==> config.mk <==
export PLATFORM = sky130hd
export DESIGN_NAME = cv32e40p_apu_arbiter
export DESIGN_NICKNAME = d
export VERILOG_FILES = /design/src/rtl/cv32e40p_apu_core_pkg.sv /design/src/rtl/cv32e40p_apu_id_fifo.sv /design/src/rtl/cv32e40p_apu_arbiter.sv
export SDC_FILE = /design/constraint.sdc
export NUM_CORES = 1
export LEC_CHECK = 0
export BUFFER_PORTS_ARGS = -buffer_cell sky130_fd_sc_hd__buf_2
export CAP_MARGIN = 15
export CELL_PAD_IN_SITES_DETAIL_PLACEMENT = 1
export CELL_PAD_IN_SITES_GLOBAL_PLACEMENT = 1
export CORE_AREA = 4 4 263 265
export DETAILED_ROUTE_END_ITERATION = 6
export DIE_AREA = 0 0 267 269
export PLACE_DENSITY_LB_ADDON = 0.1
export SLEW_MARGIN = 20
export SYNTH_ARGS = -nofsm -noshare
export SYNTH_HDL_FRONTEND = slang
export SYNTH_HIERARCHICAL = 1
export SYNTH_SLANG_ARGS = --single-unit
==> constraint.sdc <==
create_clock -name clk_i -period 5.6 [get_ports clk_i]
set_input_delay 0.28 -clock clk_i [delete_from_list [all_inputs] [get_ports clk_i]]
set_output_delay 0.28 -clock clk_i [all_outputs]
set_load 0.1 [all_outputs]
==> src/rtl/cv32e40p_apu_core_pkg.sv <==
// Shared APU widths for the cv32e40p cluster, plus the request payload record
// the arbiter multiplexes from the selected core onto the shared APU port.
package cv32e40p_apu_core_pkg;

  localparam int APU_NARGS_CPU    = 3;
  localparam int APU_WOP_CPU      = 6;
  localparam int APU_NDSFLAGS_CPU = 15;
  localparam int APU_NUSFLAGS_CPU = 5;

  typedef struct packed {
    logic [APU_NARGS_CPU*32-1:0]  operands;
    logic [APU_WOP_CPU-1:0]       op;
    logic [APU_NDSFLAGS_CPU-1:0]  flags;
  } apu_req_t;

endpackage

==> src/rtl/cv32e40p_apu_id_fifo.sv <==
// In-order FIFO of requester IDs for in-flight APU operations.
// DEPTH must be a power of two so the pointers wrap on their own.
module cv32e40p_apu_id_fifo #(
  parameter int WIDTH = 2,
  parameter int DEPTH = 4
) (
  input  logic             clk_i,
  input  logic             rst_ni,
  input  logic             push_i,
  input  logic [WIDTH-1:0] data_i,
  input  logic             pop_i,
  output logic [WIDTH-1:0] data_o,
  output logic             full_o,
  output logic             empty_o
);

  localparam int PW = $clog2(DEPTH);

  logic [WIDTH-1:0] r_mem [DEPTH];
  logic [PW-1:0]    r_wr_ptr;
  logic [PW-1:0]    r_rd_ptr;
  logic [PW:0]      r_count;
  logic             w_push;
  logic             w_pop;

  assign full_o  = (r_count == (PW+1)'(DEPTH));
  assign empty_o = (r_count == '0);
  assign w_push  = push_i && !full_o;
  assign w_pop   = pop_i && !empty_o;
  assign data_o  = r_mem[r_rd_ptr];

  // NOTE: storage has no reset; entries are only read once the count says they are valid.
  always_ff @(posedge clk_i) begin
    if (w_push) r_mem[r_wr_ptr] <= data_i;
  end

  // NOTE: state registers use non-blocking assignments so every flop samples pre-edge values.
  always_ff @(posedge clk_i or negedge rst_ni) begin
    if (!rst_ni) begin
      r_wr_ptr <= '0;
      r_rd_ptr <= '0;
      r_count  <= '0;
    end else begin
      if (w_push) r_wr_ptr <= r_wr_ptr + 1'b1;
      if (w_pop)  r_rd_ptr <= r_rd_ptr + 1'b1;
      case ({w_push, w_pop})
        2'b10:   r_count <= r_count + 1'b1;
        2'b01:   r_count <= r_count - 1'b1;
        default: r_count <= r_count;
      endcase
    end
  end

endmodule

==> src/rtl/cv32e40p_apu_arbiter.sv <==
// Round-robin sharing of one APU between NB_CORES cores; an ID FIFO remembers
// who issued each accepted op so in-order responses return to the right core.
module cv32e40p_apu_arbiter
  import cv32e40p_apu_core_pkg::*;
#(
  parameter int NB_CORES        = 4,
  parameter int MAX_OUTSTANDING = 4,
  parameter int NARGS           = APU_NARGS_CPU,
  parameter int WOP             = APU_WOP_CPU,
  parameter int NDSFLAGS        = APU_NDSFLAGS_CPU,
  parameter int NUSFLAGS        = APU_NUSFLAGS_CPU
) (
  input  logic                         clk_i,
  input  logic                         rst_ni,
  input  logic [NB_CORES-1:0]          core_req_i,
  output logic [NB_CORES-1:0]          core_gnt_o,
  input  logic [NB_CORES*NARGS*32-1:0] core_operands_i,
  input  logic [NB_CORES*WOP-1:0]      core_op_i,
  input  logic [NB_CORES*NDSFLAGS-1:0] core_flags_i,
  output logic [NB_CORES-1:0]          core_rvalid_o,
  output logic [31:0]                  core_result_o,
  output logic [NUSFLAGS-1:0]          core_flags_o,
  output logic                         apu_req_o,
  input  logic                         apu_gnt_i,
  output logic [NARGS*32-1:0]          apu_operands_o,
  output logic [WOP-1:0]               apu_op_o,
  output logic [NDSFLAGS-1:0]          apu_flags_o,
  input  logic                         apu_rvalid_i,
  input  logic [31:0]                  apu_result_i,
  input  logic [NUSFLAGS-1:0]          apu_flags_i,
  output logic                         protocol_err_o
);

  localparam int IDW = $clog2(NB_CORES);

  logic [IDW-1:0] r_rr_ptr;
  logic           r_err;
  logic [IDW-1:0] w_sel;
  logic           w_found;
  logic           w_any_req;
  logic           w_accept;
  logic           w_pop;
  logic           w_full;
  logic           w_empty;
  logic [IDW-1:0] w_head;
  apu_req_t       w_payload;

  // NOTE: every combinational output gets a default first, so no path infers a latch.
  always_comb begin
    int idx;
    w_sel   = '0;
    w_found = 1'b0;
    idx     = 0;
    for (int i = 0; i < NB_CORES; i++) begin
      idx = int'(r_rr_ptr) + i;
      if (idx >= NB_CORES) idx = idx - NB_CORES;
      if (!w_found && core_req_i[idx]) begin
        w_found = 1'b1;
        w_sel   = IDW'(idx);
      end
    end
  end

  assign w_any_req = |core_req_i;
  // Gating with rst_ni keeps the handshakes quiet while reset is asserted.
  assign apu_req_o = rst_ni && w_any_req && !w_full;
  assign w_accept  = apu_req_o && apu_gnt_i;
  assign w_pop     = rst_ni && apu_rvalid_i && !w_empty;

  always_comb begin
    w_payload = '0;
    if (w_any_req) begin
      w_payload.operands = core_operands_i[int'(w_sel)*NARGS*32 +: NARGS*32];
      w_payload.op       = core_op_i[int'(w_sel)*WOP +: WOP];
      w_payload.flags    = core_flags_i[int'(w_sel)*NDSFLAGS +: NDSFLAGS];
    end
  end

  assign apu_operands_o = w_payload.operands;
  assign apu_op_o       = w_payload.op;
  assign apu_flags_o    = w_payload.flags;

  always_comb begin
    core_gnt_o    = '0;
    core_rvalid_o = '0;
    if (w_accept) core_gnt_o[w_sel]     = 1'b1;
    if (w_pop)    core_rvalid_o[w_head] = 1'b1;
  end

  assign core_result_o  = apu_result_i;
  assign core_flags_o   = apu_flags_i;
  assign protocol_err_o = r_err;

  always_ff @(posedge clk_i or negedge rst_ni) begin
    if (!rst_ni) begin
      r_rr_ptr <= '0;
      r_err    <= 1'b0;
    end else begin
      if (w_accept)
        r_rr_ptr <= (w_sel == IDW'(NB_CORES-1)) ? '0 : w_sel + 1'b1;
      if (apu_rvalid_i && w_empty)
        r_err <= 1'b1;
    end
  end

  cv32e40p_apu_id_fifo #(
    .WIDTH (IDW),
    .DEPTH (MAX_OUTSTANDING)
  ) u_id_fifo (
    .clk_i   (clk_i),
    .rst_ni  (rst_ni),
    .push_i  (w_accept),
    .data_i  (w_sel),
    .pop_i   (w_pop),
    .data_o  (w_head),
    .full_o  (w_full),
    .empty_o (w_empty)
  );

endmodule

* Word level (Yosys, flattened, before mapping)
Memory sizes are Yosys's and may differ from the RTL's.
Index checks and enable logic that the tools add are counted.
Widths: inputs -> output; s select.
** Operators by class
- $add $sub $neg :: 12
- Multipliers :: 3
- Order comparisons :: 12
- Eq/ne operators :: 4
- Shift operators :: 3
- Mux-type cells :: 34
- Reductions and logical operators :: 21
** Operators with widths (count)
- $shiftx 384x10->96 :: 1
- $lt 32x4->1 const B :: 4
- $mux 32 :: 4
- $mux 117 :: 1
- $shiftx 60x7->15 :: 1
- $shiftx 24x6->6 :: 1
- $mux 1 :: 15
- $logic_and 1x1->1 :: 13
- $sub 3x3->4 const B :: 3
- $mux 2 :: 5
- $ge 3x3->1 const B :: 3
- $bmux 1 s2 :: 4
- $mul 2x2->4 const B :: 2
- $mux 4 :: 2
- $add 2x1->2 const B :: 3
- $add 2x2->3 const B :: 2
- $lt 2x3->1 const B :: 2
- $mul 2x4->6 const B :: 1
- $pmux 3 s2 :: 1
- $logic_not 1->1 :: 5
- $demux 1 s2 :: 2
- $eq 2x2->1 const B :: 2
- $ge 2x1->1 const B :: 2
- $reduce_or 4->1 :: 1
- 9 further kinds :: 9
** Word-level totals
- Register bits after elaboration :: 10
- RAM bits :: 8
- Input bits :: 513
- Output and inout port bits :: 164
- Memories :: 1
** Memories
- u_id_fifo.r_mem :: words 4, bits a word 2, rd ports 1, clocked after memory_dff 0, write ports 1, line cv32e40p_apu_id_fifo.sv:19 : logic [WIDTH-1:0] r_mem [DEPTH];

* Logic depth before layout (Yosys ltp)
- Depth in word-level cells :: 20
- Gate-level depth with buffers :: 13

* Hierarchy
Netlist, hierarchy kept.
** Modules (own cells, without submodules)
- cv32e40p_apu_arbiter :: times used 1, cells each 484, area each 4306.6 µm², sequential area each 75.1 µm²
- cv32e40p_apu_id_fifo :: times used 1, cells each 47, area each 725.7 µm², sequential area each 415.4 µm²

* Least setup slack after synthesis
OpenSTA, ideal clock, no wires.
- Kind :: register to output
- Start point :: register u_id_fifo.r_count[2]
- End point :: output core_gnt_o[0]
- Arrival :: 4741 ps
- Slack :: 579 ps
- Stages on the path, launching flop included :: 6
- Path buffers :: 0
- Cells stage by stage :: dfrtp_1 -> nor3b_4 -> nand2b_1 -> a21oi_1 -> nand2_1 -> nor3_1
** Between the ends
- Word-level cells in the longest chain between the ends :: 5
** RTL lines
- start, declared :: line cv32e40p_apu_id_fifo.sv:22 : logic [PW:0] r_count;
- start signal, assigned :: line cv32e40p_apu_id_fifo.sv:47 : 2'b10: r_count <= r_count + 1'b1;
- start signal, assigned :: line cv32e40p_apu_id_fifo.sv:48 : 2'b01: r_count <= r_count - 1'b1;
- start signal, assigned :: line cv32e40p_apu_id_fifo.sv:49 : default: r_count <= r_count;
- $eq 3x3->1 :: line cv32e40p_apu_id_fifo.sv:26 : assign full_o = (r_count == (PW+1)'(DEPTH));
- via w_full :: line cv32e40p_apu_arbiter.sv:43 : logic w_full;
- $logic_not 1->1 :: line cv32e40p_apu_arbiter.sv:66 : assign apu_req_o = rst_ni && w_any_req && !w_full;
- $logic_and 1x1->1 :: line cv32e40p_apu_arbiter.sv:66
- via apu_req_o :: line cv32e40p_apu_arbiter.sv:23 : output logic apu_req_o,
- $logic_and 1x1->1 :: line cv32e40p_apu_arbiter.sv:67 : assign w_accept = apu_req_o && apu_gnt_i;
- $mux 4 :: line cv32e40p_apu_arbiter.sv:86 : if (w_accept) core_gnt_o[w_sel] = 1'b1;
- end, declared :: line cv32e40p_apu_arbiter.sv:16 : output logic [NB_CORES-1:0] core_gnt_o,
The timed path passes the listed nets, and every way through them passes these cells.

* Worst setup path in the final report
- Start point :: register r_rr_ptr[0]
- End point :: output apu_flags_o[8]
** Between the ends
- Word-level cells in the longest chain between the ends :: 18
- Elaborated cells between the ends (all ways) :: 43
- Those cells by class :: add/sub (7); mul (1); order compare (4); shift (1); mux (24); reduce/logical (6)
** RTL lines
- start, declared :: line cv32e40p_apu_arbiter.sv:36 : logic [IDW-1:0] r_rr_ptr;
- start signal, assigned :: line cv32e40p_apu_arbiter.sv:100 : r_rr_ptr <= (w_sel == IDW'(NB_CORES-1)) ? '0 : w_sel + 1'b1;
- parallel branches: the longest is 14 deep, another holds $sub 3x3->4
- $mux 2 (*) :: line cv32e40p_apu_arbiter.sv:57 : if (!w_found && core_req_i[idx]) begin
- $mul 2x4->6 (*) :: line cv32e40p_apu_arbiter.sv:75 : w_payload.flags = core_flags_i[int'(w_sel)*NDSFLAGS +: NDSFLAGS];
- $shiftx 60x7->15 (*) :: line cv32e40p_apu_arbiter.sv:75
- $mux 117 (*) :: line cv32e40p_apu_arbiter.sv:72 : if (w_any_req) begin
- end, declared :: line cv32e40p_apu_arbiter.sv:27 : output logic [NDSFLAGS-1:0] apu_flags_o,
Every way passes the cells marked *. The select of a mux whose other input is x is not followed.

==> impl_metrics.env <==
export IMPL_drtIter0Drc=164
export IMPL_port_buffers=602
export IMPL_wl_mm=36.6
export IMPL_cts_sinks=18
export IMPL_dieArea_sq_um=71800
export IMPL_r2r_slack_ns=3.02
export IMPL_core_area_sq_um=66800
export IMPL_power_internal_w=0.00161
export IMPL_seq_power_share_pct=3.6
export IMPL_fin_cells=1942
export IMPL_setup_viol=0
export IMPL_drc=0
export IMPL_end_kind="output port"
export IMPL_p_sw_w=0.00523
export IMPL_multi_input_area_sq_um=3850
export IMPL_numCtsBuffers=3
export IMPL_synth_nets=1051
export IMPL_cts_tree="yes"
export IMPL_layout_common_cells="602 x buf_2, 235 x mux2i_1, 77 x o22ai_1"
export IMPL_seqCellArea_sq_um=490
export IMPL_dp_hpwl_mm=31.3
export IMPL_status="completed"
export IMPL_slew_headroom_pct=30.7
export IMPL_track_usage_pct=9.01
export IMPL_ioPinCount=677
export IMPL_cp_depth=7
export IMPL_ant_nets=0
export IMPL_post_cts_buffers=0
export IMPL_max_freq_ghz=0.277
export IMPL_nets=1582
export IMPL_finalHoldViolCount=0
export IMPL_initial_utilization_pct=7.53
export IMPL_final_common_cell="buf_2"
export IMPL_grt_setup_unrepaired="false"
export IMPL_min_path_cells=2
export IMPL_seq_area_frac_synth_pct=9.75
export IMPL_max_vdd_ir_drop_mv=0.312
export IMPL_rows=95
export IMPL_arrival_ns=3.32
export IMPL_cp_cell_sequence="nor2b_1 > nor2_1 > a2bb2oi_4 > buf_12 > mux2i_1 > o22ai_1 > buf_2"
export IMPL_setup_tns_ns=0
export IMPL_power_leakage_nw=4.55
export IMPL_num_vias=6448
export IMPL_power_frac_comb_pct=94.3
export IMPL_yosysUniqueCellTypes=38
export IMPL_fill_cells=8060
export IMPL_r2r_start="u_id_fifo/r_count[0]"
export IMPL_die_w_um=267
export IMPL_grt_ovfl_total=0
export IMPL_grt_max_degree=119
export IMPL_p_sw_share_pct=76.5
export IMPL_worstRegToRegCells=13
export IMPL_chipHeight_um=269
export IMPL_cts_max_level=1
export IMPL_critical_path_top_delay_family="buffers and inverters"
export IMPL_synth_cells=531
export IMPL_wl_per_cell_um=18.8
export IMPL_power_density_nw_per_um2=782
export IMPL_drive_gt1_share_pct=63.4
export IMPL_fin_crit_sh_pct=64.4
export IMPL_min_delay_start="apu_rvalid_i"
export IMPL_clkTransAtPathRegs_ns=0.06
export IMPL_worstMarginPinSlew_ns=1.04
export IMPL_required_ns=5.32
export IMPL_viasPerCell=3.32
export IMPL_avgSynthCellArea_sq_um=9.48
export IMPL_synth_seq_cells=18
export IMPL_skew_ns=0.00980
export IMPL_clock_path_buffers=2
export IMPL_dp_cells=1929
export IMPL_start_kind="flop"
export IMPL_hold_class="in2reg"
export IMPL_antenna_found_initial=18
export IMPL_clk_latency_ns=0.25
export IMPL_fin_crit_ns=3.60
export IMPL_whs_endpoint="protocol_err_o"
export IMPL_grt_pass1_vias=6884
export IMPL_ys_warn_count=6
export IMPL_clkPwrFrac_pct=2.1
export IMPL_slew_viol_final=0
export IMPL_syn_to_final_growth_pct=73.7
export IMPL_cts_root_buf="clkbuf_16"
export IMPL_max_cap_viol_count=0
export IMPL_path_buf_inv=2
export IMPL_r2r_end="u_id_fifo/r_count[2]"
export IMPL_syn_area_sq_um=5030
export IMPL_slowest_delay_ns=0.51
export IMPL_grt_pass1_wl_mm=48.5
export IMPL_cts_resized=0
export IMPL_drt_pass1_iterations=4
export IMPL_crit_slowest_cell="buf_12"
export IMPL_place_congestion=0.725
export IMPL_worstSetupPathType="reg2out"
export IMPL_worst_path_max_fanout=118
## cells by family (layout without fill, tap and decap cells)
group	count (synthesis)	count (layout)	share of synthesized area, %
simple gates	36	36	4.35
flops	18	18	9.75
fa+ha+maj	7	7	1.89
mux	239	239	48.2
compound gates	125	125	20.8
other cells	0	8	0
xor+xnor	6	6	1.04
buf+inv	100	630	14.0
## how the worst max path moves through the flow
| stage | from | to | slack, ns |
|---|---|---|---|
| after detailed placement | core_req_i[1] | apu_flags_o[8] | 2.25 |
| final | r_rr_ptr[0] | apu_flags_o[8] | 2.00 |
| after CTS | r_rr_ptr[0] | apu_flags_o[8] | 1.99 |
| after floorplan | u_id_fifo/r_count[2] | core_gnt_o[0] | 0.58 |
| after global routing | r_rr_ptr[0] | apu_flags_o[8] | 1.80 |
| after global placement | core_req_i[1] | apu_flags_o[8] | 2.25 |
## sequential cells by signal (all words and copies together) (netlist names)
signal              cells
u_id_fifo/r_mem         8
r_rr_ptr                2
u_id_fifo/r_rd_ptr      2
protocol_err_o          1
u_id_fifo/r_wr_ptr      2
u_id_fifo/r_count       3
## worst reg2reg max path, cell delays in order, from the launching register on
cell,delay (ns)
dfrtp_1,0.46
nor3b_4,0.25
nand2b_1,0.15
a21oi_1,0.07
nand2_1,0.22
inv_1,0.11
nor2b_4,0.17
inv_1,0.07
ha_1,0.17
inv_1,0.06
fa_1,0.37
xor2_1,0.15
nor2_1,0.11
xor2_1,0.15
## layer usage
| layer | global-route usage (%) | share of wire (%) | up-vias | wire (um) |
|---|---|---|---|---|
| met5 | 0 | 0.074 | - | 27 |
| met4 | 1.24 | 1.0 | 4 | 375 |
| met3 | 2.73 | 8.5 | 34 | 3110 |
| met2 | 18.0 | 55 | 337 | 20200 |
| met1 | 9.43 | 35 | 2979 | 12900 |
| li1 | - | - | 3094 | - |
## cell usage after synthesis (all sizes together)
cell type | count | area (sq um)
buf | 81 | 634
o22ai | 117 | 982
fa | 1 | 20.0
dfrtp | 10 | 250
and3 | 3 | 18.8
nor3 | 6 | 30.0
mux2i | 235 | 2350
and2 | 4 | 27.5
nor3b | 2 | 26.3
edfxtp | 8 | 240
nor2b | 4 | 40.0
nand2 | 7 | 26.3
o31ai | 1 | 7.51
a21o | 1 | 7.51
or2 | 2 | 12.5
ha | 6 | 75.1
o31a | 1 | 10.0
nor2 | 7 | 31.3
inv | 11 | 41.3
clkbuf | 8 | 30.0
mux2 | 2 | 26.3
a21oi | 3 | 15.0
xor2 | 3 | 26.3
xnor2 | 3 | 26.3
a2bb2oi | 2 | 23.8
nand2b | 1 | 6.26
mux4 | 2 | 45.0
## metrics by stage
step | cell area, sq um | power [W] | worst slack [ns] | hold slack [ns] | utilization (%)
CTS | 8720 | 0.00695 | 1.99 | 0.239 | 13.1
global placement | 8630 | 0.00682 | 2.25 | 0.184 | 12.9
global route | 8730 | 0.00712 | 1.80 | 0.251 | 13.1
floorplan | 5030 | 0.00577 | 0.579 | -0.0156 | -
detailed placement | 8630 | 0.00679 | 2.25 | 0.189 | 12.9
finish | 8740 | 0.00684 | 2.00 | 0.243 | 13.1
## power groups by stage
stage | clock network, W | logic [W] | registers [W]
after floorplan | 0 | 0.00551 | 0.000259
after global placement | 0 | 0.00657 | 0.000250
after detailed placement | 0 | 0.00655 | 0.000248
after CTS | 0.000152 | 0.00656 | 0.000246
after global routing | 0.000156 | 0.00671 | 0.000254
final | 0.000144 | 0.00645 | 0.000244
## repair_timing
| item | CTS | global route |
|---|---|---|
| setup endpoints to repair | 0 | 0 |
| hold buffers | 1 | 0 |
| hold endpoints to repair | 10 | 0 |
## cell type report
| class | count | area share (%) |
|---|---|---|
| Tap cell | 873 | 12.5 |
| Clock inverter | 1 | 0.0429 |
| Timing Repair Buffer | 615 | 36.2 |
| Antenna cell | 8 | 0.229 |
| Clock buffer | 3 | 0.859 |
| Sequential cell | 18 | 5.61 |
| Inverter | 11 | 0.472 |
| Multi-Input combinational cell | 413 | 44.1 |
Note: power is estimated with default switching activity, not from simulation.
